==> config.mk <==
export PLATFORM = sky130hd
export DESIGN_NAME = mem_ctrl
export DESIGN_NICKNAME = d
export VERILOG_FILES = /design/src/rtl/mem_ctrl.sv
export SDC_FILE = /design/constraint.sdc
export NUM_CORES = 1
export LEC_CHECK = 0
export BUFFER_PORTS_ARGS = -buffer_cell sky130_fd_sc_hd__buf_4
export CAP_MARGIN = 40
export CORE_ASPECT_RATIO = 1.2
export CORE_UTILIZATION = 55
export CTS_CLUSTER_SIZE = 14
export DETAILED_ROUTE_END_ITERATION = 8
export PLACE_DENSITY = 0.81
export REMOVE_ABC_BUFFERS = 1
export SLEW_MARGIN = 0
export SYNTH_ARGS = -nofsm -noshare
export SYNTH_HDL_FRONTEND = slang
export SYNTH_SLANG_ARGS = --single-unit
==> constraint.sdc <==
create_clock -name clk_in -period 8.3 [get_ports clk_in]
set_input_delay 1.245 -clock clk_in [delete_from_list [all_inputs] [get_ports clk_in]]
set_output_delay 1.245 -clock clk_in [all_outputs]
set_load 0.02 [all_outputs]
==> src/rtl/mem_ctrl.sv <==
`default_nettype none
// ============================================================================
// Module   : mem_ctrl
// Purpose  : Serialises instruction-fetch and MEM-stage traffic onto a
//            byte-wide RAM port; assembles little-endian load data.
// Revision : 1.0 - initial release
// ============================================================================
module mem_ctrl (
    input  logic        clk_in,
    input  logic        rst_in,
    input  logic        rdy_in,
    input  logic        if_req,
    input  logic [31:0] if_addr,
    output logic        if_fin,
    output logic [31:0] if_out,
    input  logic [1:0]  mem_op,
    input  logic [1:0]  mem_len,
    input  logic [31:0] mem_addr,
    input  logic [31:0] mem_data,
    output logic        mem_fin,
    output logic [31:0] mem_out,
    input  logic [7:0]  ram_din,
    output logic [7:0]  ram_dout,
    output logic [31:0] ram_a,
    output logic        ram_wr
);

    typedef enum logic [1:0] {
        ST_IDLE = 2'd0,
        ST_BUSY = 2'd1,
        ST_DONE = 2'd2
    } state_t;

    localparam logic [1:0] C_OP_LOAD  = 2'b01;
    localparam logic [1:0] C_OP_SAVE  = 2'b10;
    localparam logic [1:0] C_OWN_NONE = 2'd0;
    localparam logic [1:0] C_OWN_IF   = 2'd1;
    localparam logic [1:0] C_OWN_MEM  = 2'd2;

    state_t      r_state;
    logic [1:0]  r_owner;
    logic        r_store;
    logic [2:0]  r_n;
    logic [2:0]  r_cnt;
    logic [31:0] r_addr;
    logic [31:0] r_data;
    logic [31:0] r_buf;
    logic        r_ram_wr;

    logic        w_mem_go;
    logic [2:0]  w_mem_n;
    logic [2:0]  w_next_cnt;
    logic [31:0] w_next_addr;
    logic [31:0] w_next_buf;
    logic [7:0]  w_store_byte;

    // A held store byte must not be written again while the pipeline is frozen
    assign ram_wr = r_ram_wr & rdy_in;

    // Request decode, next-byte address/data and load-byte merge
    always_comb begin
        w_mem_go    = (mem_op == C_OP_LOAD) || (mem_op == C_OP_SAVE);
        case (mem_len)
            2'b00:   w_mem_n = 3'd1;
            2'b01:   w_mem_n = 3'd2;
            default: w_mem_n = 3'd4;
        endcase
        w_next_cnt  = r_cnt + 3'd1;
        w_next_addr = r_addr + {29'd0, w_next_cnt};
        // ram_din carries the byte addressed one cycle earlier, i.e. byte r_cnt-1
        w_next_buf  = r_buf;
        for (int b = 0; b < 4; b++) begin
            if (r_cnt == 3'(b + 1)) begin
                w_next_buf[8*b +: 8] = ram_din;
            end
        end
        case (w_next_cnt[1:0])
            2'd1:    w_store_byte = r_data[15:8];
            2'd2:    w_store_byte = r_data[23:16];
            2'd3:    w_store_byte = r_data[31:24];
            default: w_store_byte = r_data[7:0];
        endcase
    end

    // Arbitration, byte sequencing and registered outputs
    always_ff @(posedge clk_in or posedge rst_in) begin
        if (rst_in) begin
            r_state  <= ST_IDLE;
            r_owner  <= C_OWN_NONE;
            r_store  <= 1'b0;
            r_n      <= 3'd0;
            r_cnt    <= 3'd0;
            r_addr   <= 32'd0;
            r_data   <= 32'd0;
            r_buf    <= 32'd0;
            r_ram_wr <= 1'b0;
            if_fin   <= 1'b0;
            if_out   <= 32'd0;
            mem_fin  <= 1'b0;
            mem_out  <= 32'd0;
            ram_dout <= 8'd0;
            ram_a    <= 32'd0;
        end else if (rdy_in) begin
            case (r_state)
                ST_IDLE: begin
                    if_fin  <= 1'b0;
                    mem_fin <= 1'b0;
                    r_cnt   <= 3'd0;
                    r_buf   <= 32'd0;
                    if (w_mem_go) begin
                        r_owner  <= C_OWN_MEM;
                        r_store  <= (mem_op == C_OP_SAVE);
                        r_n      <= w_mem_n;
                        r_addr   <= mem_addr;
                        r_data   <= mem_data;
                        ram_a    <= mem_addr;
                        ram_dout <= mem_data[7:0];
                        r_ram_wr <= (mem_op == C_OP_SAVE);
                        r_state  <= ST_BUSY;
                    end else if (if_req) begin
                        r_owner  <= C_OWN_IF;
                        r_store  <= 1'b0;
                        r_n      <= 3'd4;
                        r_addr   <= if_addr;
                        ram_a    <= if_addr;
                        r_ram_wr <= 1'b0;
                        r_state  <= ST_BUSY;
                    end
                end
                ST_BUSY: begin
                    if (r_owner == C_OWN_IF && !if_req) begin
                        // Fetch withdrawn: reads have no side effects, just drop it
                        r_owner  <= C_OWN_NONE;
                        r_ram_wr <= 1'b0;
                        r_state  <= ST_IDLE;
                    end else if (r_store) begin
                        if (w_next_cnt == r_n) begin
                            r_ram_wr <= 1'b0;
                            mem_fin  <= 1'b1;
                            r_state  <= ST_DONE;
                        end else begin
                            r_cnt    <= w_next_cnt;
                            ram_a    <= w_next_addr;
                            ram_dout <= w_store_byte;
                        end
                    end else begin
                        r_buf <= w_next_buf;
                        if (r_cnt == r_n) begin
                            if (r_owner == C_OWN_IF) begin
                                if_fin <= 1'b1;
                                if_out <= w_next_buf;
                            end else begin
                                mem_fin <= 1'b1;
                                mem_out <= w_next_buf;
                            end
                            r_state <= ST_DONE;
                        end else begin
                            r_cnt <= w_next_cnt;
                            if (w_next_cnt < r_n) begin
                                ram_a <= w_next_addr;
                            end
                        end
                    end
                end
                default: begin
                    // DONE: single-cycle fin, never accepts so a held request is not replayed
                    if_fin   <= 1'b0;
                    mem_fin  <= 1'b0;
                    r_ram_wr <= 1'b0;
                    r_owner  <= C_OWN_NONE;
                    r_state  <= ST_IDLE;
                end
            endcase
        end
    end

endmodule
`default_nettype wire

==> results of run 1 <==
==> metal layers <==
metal | global-route usage | wire length [um] | vias up
met5 | 0 | 0 | -
met4 | 0.06145 | 492 | 0
met1 | 0.3376 | 10290 | 4008
li1 | - | - | 3917
met2 | 0.4815 | 12800 | 287
met3 | 0.04158 | 1470 | 39
==> layout by cell type, fill, tap and decap left out, types with 4 or more instances in the layout <==
cell | netlist | final
inv_1 | 18 | 17
nand2_1 | 232 | 232
o211ai_1 | 5 | 5
nor4_1 | 7 | 7
clkbuf_16 | 0 | 21
and3_1 | 6 | 6
a221o_1 | 11 | 11
mux2_2 | 16 | 16
nor2_1 | 18 | 17
dfrtp_1 | 214 | 214
and2_1 | 8 | 8
nand3_1 | 13 | 11
clkbuf_8 | 0 | 7
nor3_1 | 6 | 6
or3_1 | 5 | 5
nand4_1 | 10 | 10
a21o_1 | 13 | 13
mux2i_1 | 80 | 80
and4_1 | 5 | 5
a21oi_1 | 6 | 6
a222oi_1 | 8 | 8
nand2b_1 | 4 | 4
buf_4 | 2 | 230
o21ai_1 | 4 | 4
o21ai_0 | 119 | 119
xor2_1 | 8 | 8
a31oi_1 | 4 | 4
a21boi_0 | 5 | 5
nor2b_1 | 7 | 6
a22o_1 | 34 | 34
o31ai_1 | 14 | 14
xnor2_1 | 8 | 8
ha_1 | 12 | 11
==> power by group <==
group / switching, W / leakage (nW) / internal (W)
combinational: 0.000969 / 3.05 / 0.000717
clock: 0.000397 / 0.371 / 0.000622
sequential: 0.000280 / 2.80 / 0.00138
total: 0.00165 / 6.22 / 0.00272
==> through the flow <==
step,power [W],utilization
floorplan,0.002704,-
global placement,0.003280,0.6541
detailed placement,0.003352,0.6573
CTS,0.004384,0.6985
global route,0.004629,0.6985
finish,0.004367,0.6985
==> area by class of cell <==
class	count	area (um^2)	area share
sequential	214	5355	0.4234
multi-input combinational	701	4422	0.3496
timing repair buffer	232	1769	0.1399
clock buffer	31	633.1	0.05005
tap	224	280.3	0.02216
clock inverter	7	113.9	0.009002
inverter	18	75.07	0.005935
==> flip-flops by register name, indices dropped and copies added, names as in the netlist, 3 cells and up <==
register  count
if_out       32
mem_out      32
r_addr       32
r_buf        32
r_cnt         3
r_data       32
r_n           3
ram_a        32
ram_dout      8
==> cells by family (layout without fill, tap and decap cells) <==
logic type,after synthesis,in the layout,share of synthesized area
and+or+nand+nor,328,328,0.1414
AOI/OAI and AO/OA,247,247,0.1637
DFF,214,214,0.5284
muxes,96,96,0.09679
buffers and inverters,93,288,0.03753
xor gates and xnor gates,17,17,0.01543
adders and majority gates,13,13,0.01679
==> worst max-delay path, delay by kind of cell, from the launching register on <==
family / cells / cell delay (ps)
compound gates: 3 / 930
buf+inv: 1 / 90
flops: 1 / 430
fa+ha+maj: 3 / 1170
simple gates: 2 / 810
==> path summary, 6_finish.rpt <==
kind | startpoint | end | slack (ps) | cells past startpoint
min in group asynchronous | rst_in | if_out[19] | 840 | 2
max | r_cnt[0] | ram_a[20] | 4720 | 9
min reg2reg | r_owner[1] | r_owner[1] | 470 | 2
max reg2reg | r_cnt[0] | ram_a[20] | 4720 | 9
min | r_owner[1] | r_owner[1] | 470 | 2
max in group asynchronous | rst_in | r_addr[20] | 5550 | 4
==> metrics, run 1 <==
crit-path cells ha_1 > ha_1 > inv_1 > ha_1 > nand4_1 > o41ai_2 > a21o_1 > or3_1 > a221o_1; Syn. warnings 0; Num CTS Buffers 21; vias in the first global route about 8000; DR vias/cell 5.782; post-placement cell area 11900 um^2; final std cells w/o fill 1427; CP peak stage delay 700 ps; Sink Count roughly 210; FILL cells 1401; overflow left after global routing 0; Clock Latency Late Sink 510 ps; Post-CTS Hold Buffers 0; IO Count 219; die height ~150 um; Final HPWL DP 17.48 mm; Synth area leader dfrtp_1; Worst Max-Slew Pin Slew 889.1 ps; sequential share of the synthesized area 0.5284; Die W about 130 um; Unique masters post-synth approximately 60; share of the synthesized area in the top cell type 0.5284; Fin. Hold Viols 0; Std-Cell Rows 54; Post-synth EDFFs 0; syn avg cell area 10.05 um^2; Leakage Power 6.223 nW; Fmax 279.3 MHz; CTS Root Cell clkbuf_16; Slew HR 0.4073; DR iter-0 viols 601; mapped cell area 10130 um^2; largest net degree at the start of global routing about 110; Commonest cells post-synth nand2_1 (232), dfrtp_1 (214), o21ai_0 (119); wire length per cell ~18 um; critical path's slowest cell or3_1; CP arrival 3950 ps; CTS clk-pin slew, worst paths 70 ps; vias 8251; I/O Buffers 218; Worst VDD drop 0.0001965 V; Final Instance Area 12650 um^2; final setup vio count 0; Slew Limit Fails 0; drt pass-1 iters 6; full die area 18980 um^2; clock skew between 20 and 25 ps; NumNets Final 1313; Crit path top cell by count ha_1; Area contributors post-synth dfrtp_1 (53%), nand2_1 (8.6%), mux2i_1 (7.9%); CTS Buffer Depth 3; final wirelength 25.05 mm; RSZ-0062 raised after global routing false; max cap viols 0; fin worst setup slack 4720 ps; CP Class flop to flop; H-tree Lvls 1; drt drc 0; # Post-CTS Setup Buffers 0; RD Place Congestion 0.8726; Core Region 18110 um^2; Layout area overhead 24.80%; Power Density 345.3 nW/um^2; dpl cells 1389; Mapped Cells 1008; CTS tree built; HP Class flop to flop; n_diodes 0; synthesized flop and latch total 214; first-pass GRT wire length about 40 mm; asr flop ratio synth 1.000; antenna violations before repair 0; Routed Antenna Nets 0; final hold slack 474.9 ps; top-count cell post-synth nand2_1; setup_tns 0 ps; Initial Utilization 0.5597; main flop type after synthesis dfrtp_1; CP Capture Type flop; crit path max fanout 17; WP data required 8670 ps; fin crit share 0.4314; GRT Overall Usage 0.2669; cts repair resizes 0; layout cells sized above 1 0.2469; crit path time final 3580 ps; Place WS roughly 4700 ps; Startpoint Class flop; status complete, no violations
Note: power is estimated with default switching activity, not from simulation.
==> run 2, diff against run 1 <==
--- a/config.mk
+++ b/config.mk
@@ -8,10 +8,10 @@
 export BUFFER_PORTS_ARGS = -buffer_cell sky130_fd_sc_hd__buf_4
 export CAP_MARGIN = 40
 export CORE_ASPECT_RATIO = 1.2
-export CORE_UTILIZATION = 55
+export CORE_UTILIZATION = 50
 export CTS_CLUSTER_SIZE = 14
 export DETAILED_ROUTE_END_ITERATION = 8
-export PLACE_DENSITY = 0.81
+export PLACE_DENSITY = 0.77
 export REMOVE_ABC_BUFFERS = 1
 export SLEW_MARGIN = 0
 export SYNTH_ARGS = -nofsm -noshare
==> constraint.sdc (replaced) <==
create_clock -name clk_in -period 3.05 [get_ports clk_in]
set_input_delay 0.4575 -clock clk_in [delete_from_list [all_inputs] [get_ports clk_in]]
set_output_delay 0.4575 -clock clk_in [all_outputs]
set_load 0.02 [all_outputs]
==> run 2 against run 1 <==
Net effect: combinational power grew to 2.8 times the previous value; core utilization shrank 4.5 points; first-iteration DRC count shrank 13%.
==> metrics, run 2 (same netlist as run 1, synthesis figures left out) <==
largest net degree at the start of global routing 97 (-9.3%); Slew Limit Fails 0 (unchanged); RSZ-0062 raised after global routing false; GRT Overall Usage 0.2447 (-0.02215); DR vias/cell 5.653 (-2.2%); n_diodes 0 (unchanged); CP Capture Type flop; Reg power frac 0.375 (-0.006); layout cells sized above 1 0.2582 (+0.01134); Leakage Power 6.313 nW (+1.5%); most common cell after layout, fill and taps aside buf_4; CTS clk-pin slew, worst paths 60 ps (about the same); Worst Max-Slew Pin Slew 750.2 ps (-138.9 ps); Switching Share 0.3736 (-0.003305); drt drc 0 (unchanged); Crit path top cell by count ha_1; dpl cells 1435 (+3.3%); commonest non-fill, non-tap cells in the layout buf_4 (238), nand2_1 (232), dfrtp_1 (214); I/O Buffers 218 (unchanged); Startpoint Class flop; Fin. Hold Viols 0 (unchanged); cell family with most CP delay adder cells; CP Class flop to flop; fin crit share 0.9577 (+0.5264); crit-path cells ha_1 > ha_1 > inv_1 > ha_1 > nand4_1 > o41ai_2 > a21o_2 > buf_4 > nor3_4 > buf_4 > mux2_2; Clock Latency Late Sink 500 ps (about the same); CP peak stage delay 430 ps (-270 ps); RD Place Congestion 0.8319 (-4.7%); Num CTS Buffers 22 (+4.8%); Switch Pwr 0.004528 W (+180%); Fmax 342.3 MHz (+23%); Initial Utilization 0.5147 (-0.04496); vias 8349 (+1.2%); NumNets Final 1325 (+0.91%); CTS Buffer Depth 3 (unchanged); H-tree Lvls 1 (unchanged); WP data required 3430 ps (-5240 ps); Std-Cell Rows 56 (+3.7%); CP arrival 3300 ps (-650 ps); Routed Antenna Nets 0 (unchanged); status complete, no violations; Register Area 5355 um^2 (unchanged); FILL cells 1597 (+14%); Critical Path Start r_cnt[0]; Layout area overhead 27.04%; Internal 0.007591 W (+180%); Layout Utilization 0.6539 (-0.04461); final wirelength 25.43 mm (+1.5%); first-pass GRT wire length 41.21 mm (+1.1%); Power Density 941.3 nW/um^2 (+170%); Slew HR 0.4952 (+0.08797); Die W 132.0 um (+4.8%); final setup vio count 0 (unchanged); die height 158.0 um (+4.8%); full die area 20850 um^2 (+9.9%); IO Count 219 (unchanged); wire length per cell 17.22 um (-1.9%); HP Class input pin to async pin; Worst VDD drop 0.0004817 V (+150%); part of the power in combinational logic 0.387 (about the same); max cap viols 0 (unchanged); FF-to-FF Start r_cnt[0]; final std cells w/o fill 1477 (+3.5%); Clock power frac 0.238 (+0.005); Worst Path Buf+Inv 3 (+2); area occupied by multi-input gates 4446 um^2 (+0.54%); Post-CTS Hold Buffers 0 (unchanged); CTS Root Cell clkbuf_16; Final HPWL DP 17.78 mm (+1.8%); Core Region 19690 um^2 (+8.7%); Sink Count 214 (unchanged); crit path time final 2921 ps (-659.2 ps); CTS tree built; crit path max fanout 8 (-9); drt pass-1 iters 6 (unchanged); overflow left after global routing 0 (unchanged); clock skew 9.469 ps (-12.71 ps); DR iter-0 viols 520 (-13%); vias in the first global route 8158 (+1.8%); critical path's slowest cell dfrtp_1; antenna violations before repair 0 (unchanged)
## run 2: cell types whose count changed in the layout (fill, tap and decap cells not counted), moves of 2 or more
| cell | delta |
|---|---|
| buf_12 | +4 |
| buf_4 | +8 |
| clkbuf_16 | +2 |
| clkinv_2 | +2 |
## run 2: final timing paths
check,end,slack (ps),cells past startpoint
max,ram_a[4],130,11
min,if_out[8],70,2
max reg2reg,ram_a[4],130,11
min reg2reg,r_data[1],480,2
max in group asynchronous,r_addr[17],2200,3
min in group clk_in,r_data[23],150,3
## run 2: timing repair
action / 4_1_cts / 5_1_grt
gates resized for setup: 0 / 8
endpoints found under the setup margin: 0 / 32
buffers inserted: 0 / 1
## run 2: through the flow
step	setup WS, ps	hold WS, ps	setup TNS (ps)	power [W]	area (um^2)
2_1_floorplan	-3258	437.2	-773590	0.007358	9822
3_3_place_gp	107.9	455.7	0	0.009034	12030
3_5_place_dp	27.08	462.0	0	0.009177	12040
4_1_cts	18.85	103.5	0	0.01209	12830
5_1_grt	14.77	133.8	0	0.01285	12870
6_report	128.9	72.80	0	0.01212	12870
## run 2: routing by layer
metal | track usage | vias to the layer above | wire [um]
li1 | - | 3946 | -
met3 | 0.03394 | 42 | 1483
met5 | 0 | - | 0
met2 | 0.4258 | 331 | 12510
met4 | 0.06312 | 0 | 515
met1 | 0.3228 | 4030 | 10920
## run 2: power groups by stage
stage / registers, W / logic, W / clock network, W
after global placement: 0.00454 / 0.00449 / 0
after detailed placement: 0.00456 / 0.00462 / 0
after floorplan: 0.00484 / 0.00252 / 0
after CTS: 0.00452 / 0.00464 / 0.00293
after global routing: 0.00465 / 0.00514 / 0.00305
final: 0.00454 / 0.00469 / 0.00288
## run 2: cell type report
type                    instances  share of cell area
inverters                      18            0.005831
clock inverters                 8            0.008941
flip-flops and latches        214              0.4159
repair buffers                243              0.1459
multi-input cells             701              0.3453
clock buffers                  32             0.05277
well taps                     261             0.02536
==> run 3, diff against run 2 <==
--- a/config.mk
+++ b/config.mk
@@ -7,11 +7,13 @@
 export LEC_CHECK = 0
 export BUFFER_PORTS_ARGS = -buffer_cell sky130_fd_sc_hd__buf_4
 export CAP_MARGIN = 40
+export CELL_PAD_IN_SITES_DETAIL_PLACEMENT = 0
+export CELL_PAD_IN_SITES_GLOBAL_PLACEMENT = 1
 export CORE_ASPECT_RATIO = 1.2
-export CORE_UTILIZATION = 50
+export CORE_UTILIZATION = 38
 export CTS_CLUSTER_SIZE = 14
 export DETAILED_ROUTE_END_ITERATION = 8
-export PLACE_DENSITY = 0.77
+export PLACE_DENSITY_LB_ADDON = 0.15
 export REMOVE_ABC_BUFFERS = 1
 export SLEW_MARGIN = 0
 export SYNTH_ARGS = -nofsm -noshare
==> run 3 against run 2 <==
Net effect: clock-buffer cell count shrank 3; combinational power about the same; global-route usage down 4.1 points; cell count grew 5.4%; critical path depth decreased by 2; non-clock buffer count grew 6; core utilization fell by 16 points; cell area rose by 1.2%; die area is 31% higher; sequential power hardly changed; worst setup slack better by 27 ps; wire length grew 6.4%; largest cell class unchanged.
==> metrics, run 3 (same netlist as run 1, synthesis figures left out) <==
CTS tree built; DR vias/cell 5.162 (-8.7%); Num CTS Buffers 23 (+4.5%); Final HPWL DP 19.19 mm (+7.9%); CP Capture Type flop; die height 180.9 um (+15%); Slew HR 0.5223 (+0.02701); Crit path top cell by count ha_1; overflow left after global routing 0 (unchanged); full die area 27330 um^2 (+31%); max cap viols 0 (unchanged); Routed Antenna Nets 0 (unchanged); clock skew 29.98 ps (+20.51 ps); CTS clk-pin slew, worst paths 70 ps (about the same); Layout area overhead 28.57%; dpl cells 1516 (+5.6%); Fin. Hold Viols 0 (unchanged); most common cell after layout, fill and taps aside buf_4; Leakage Power 6.357 nW (+0.70%); n_diodes 0 (unchanged); H-tree Lvls 1 (unchanged); CP arrival 3290 ps (about the same); largest net degree at the start of global routing 71 (-27%); Clock Latency Late Sink 530 ps (+30 ps); cell family with most CP delay adder cells; Std-Cell Rows 65 (+16%); crit path max fanout 16 (+8); NumNets Final 1332 (+0.53%); drt drc 0 (unchanged); CP peak stage delay 540 ps (+110 ps); Core Region 26270 um^2 (+33%); DR iter-0 viols 376 (-28%); commonest non-fill, non-tap cells in the layout buf_4 (244), nand2_1 (232), dfrtp_1 (214); Fmax 345.5 MHz (+0.93%); Power Density 942.2 nW/um^2 (about the same); CTS Buffer Depth 3 (unchanged); status complete, no violations; Initial Utilization 0.3858 (-0.1289); Worst VDD drop 0.0005234 V (+8.7%); fin crit share 0.9489 (-0.008861); Slew Limit Fails 0 (unchanged); HP Class input pin to flop; Die W 151.1 um (+14%); RD Place Congestion 0.8113 (-2.5%); post-placement cell area 12180 um^2 (+1.2%); crit-path cells ha_1 > ha_1 > inv_1 > ha_1 > nand4_1 > o41ai_2 > a21o_1 > or3_4 > a221o_1; crit path time final 2894 ps (-27.03 ps); IO Count 219 (unchanged); antenna violations before repair 0 (unchanged); Layout Utilization 0.4960 (-0.1579); final std cells w/o fill 1557 (+5.4%); final wirelength 27.05 mm (+6.4%); first-pass GRT wire length 43.84 mm (+6.4%); final hold slack 141.6 ps (+68.79 ps); drt pass-1 iters 5 (-1); wire length per cell 17.37 um (+0.89%); # Post-CTS Setup Buffers 0 (unchanged); layout cells sized above 1 0.2602 (+0.002005); Worst Max-Slew Pin Slew 716.6 ps (-33.59 ps); Startpoint Class flop; vias 8037 (-3.7%); Final Instance Area 13030 um^2 (+1.2%); Worst Path Buf+Inv 1 (-2); I/O Buffers 218 (unchanged); GRT Overall Usage 0.2036 (-0.04114); WP data required 3450 ps (+20 ps); CTS Root Cell clkbuf_16; CP Class flop to flop; vias in the first global route 8082 (-0.93%); critical path's slowest cell or3_4; Sink Count 214 (unchanged); final setup vio count 0 (unchanged); RSZ-0062 raised after global routing false
[run 3: cell type report]
type                            instances  area, um^2
Sequential cell                       214        5355
Fill cell                            2527       13240
Clock buffer                           29       648.1
Inverter                               18       75.07
Multi-Input combinational cell        701        4427
Clock inverter                         11       183.9
Timing Repair Buffer                  249        1922
Tap cell                              335       419.2
[run 3: through the flow]
| stage | power, W | setup TNS [ps] | worst slack [ps] |
|---|---|---|---|
| after detailed placement | 0.009312 | -179.6 | -25.14 |
| final | 0.01228 | 0 | 155.9 |
| after CTS | 0.01246 | 0 | 144.4 |
| after global routing | 0.01313 | 0 | 1.399 |
| after global placement | 0.009226 | 0 | 29.75 |
| after floorplan | 0.007358 | -773590 | -3258 |
[run 3: final timing paths]
path | startpoint | end | slack [ps] | cells past startpoint
hold reg to reg | r_ram_wr | r_ram_wr | 470 | 2
hold / removal | mem_data[28] | r_data[28] | 140 | 3
min in group asynchronous | rst_in | mem_out[20] | 540 | 3
setup / recovery | r_cnt[1] | ram_a[30] | 160 | 9
setup reg to reg | r_cnt[1] | ram_a[30] | 160 | 9
max in group asynchronous | rst_in | r_addr[13] | 1680 | 4
[run 3: what timing repair did]
item	in CTS	in global routing
resized for setup	1	0
hold endpoints to repair	15	0
hold buffers	1	0
endpoints found under the setup margin	10	0
[run 3: report_power, final]
| group | internal [W] | switching [W] | leakage, nW |
|---|---|---|---|
| combinational | 0.00203 | 0.00266 | 3.14 |
| sequential | 0.00376 | 0.000750 | 2.80 |
| clock | 0.00192 | 0.00116 | 0.415 |
[run 3: per-layer routing]
metal  vias to the layer above  GRT usage  wire length, um  part of all wire
met5                         -          0                0                 0
met3                        34    0.02626             1227             0.045
met4                         0    0.04680              477             0.018
li1                       3957          -                -                 -
met1                      3859     0.2717            11900              0.44
met2                       187     0.3481            13440              0.50
[run 3: worst register-to-register path, stage by stage (launching register included)]
cell     delay (ps)
dfrtp_1         440
ha_1            220
ha_1            290
inv_1            60
ha_1            300
nand4_1          90
o41ai_2         110
a21o_1          320
or3_4           540
a221o_1         380
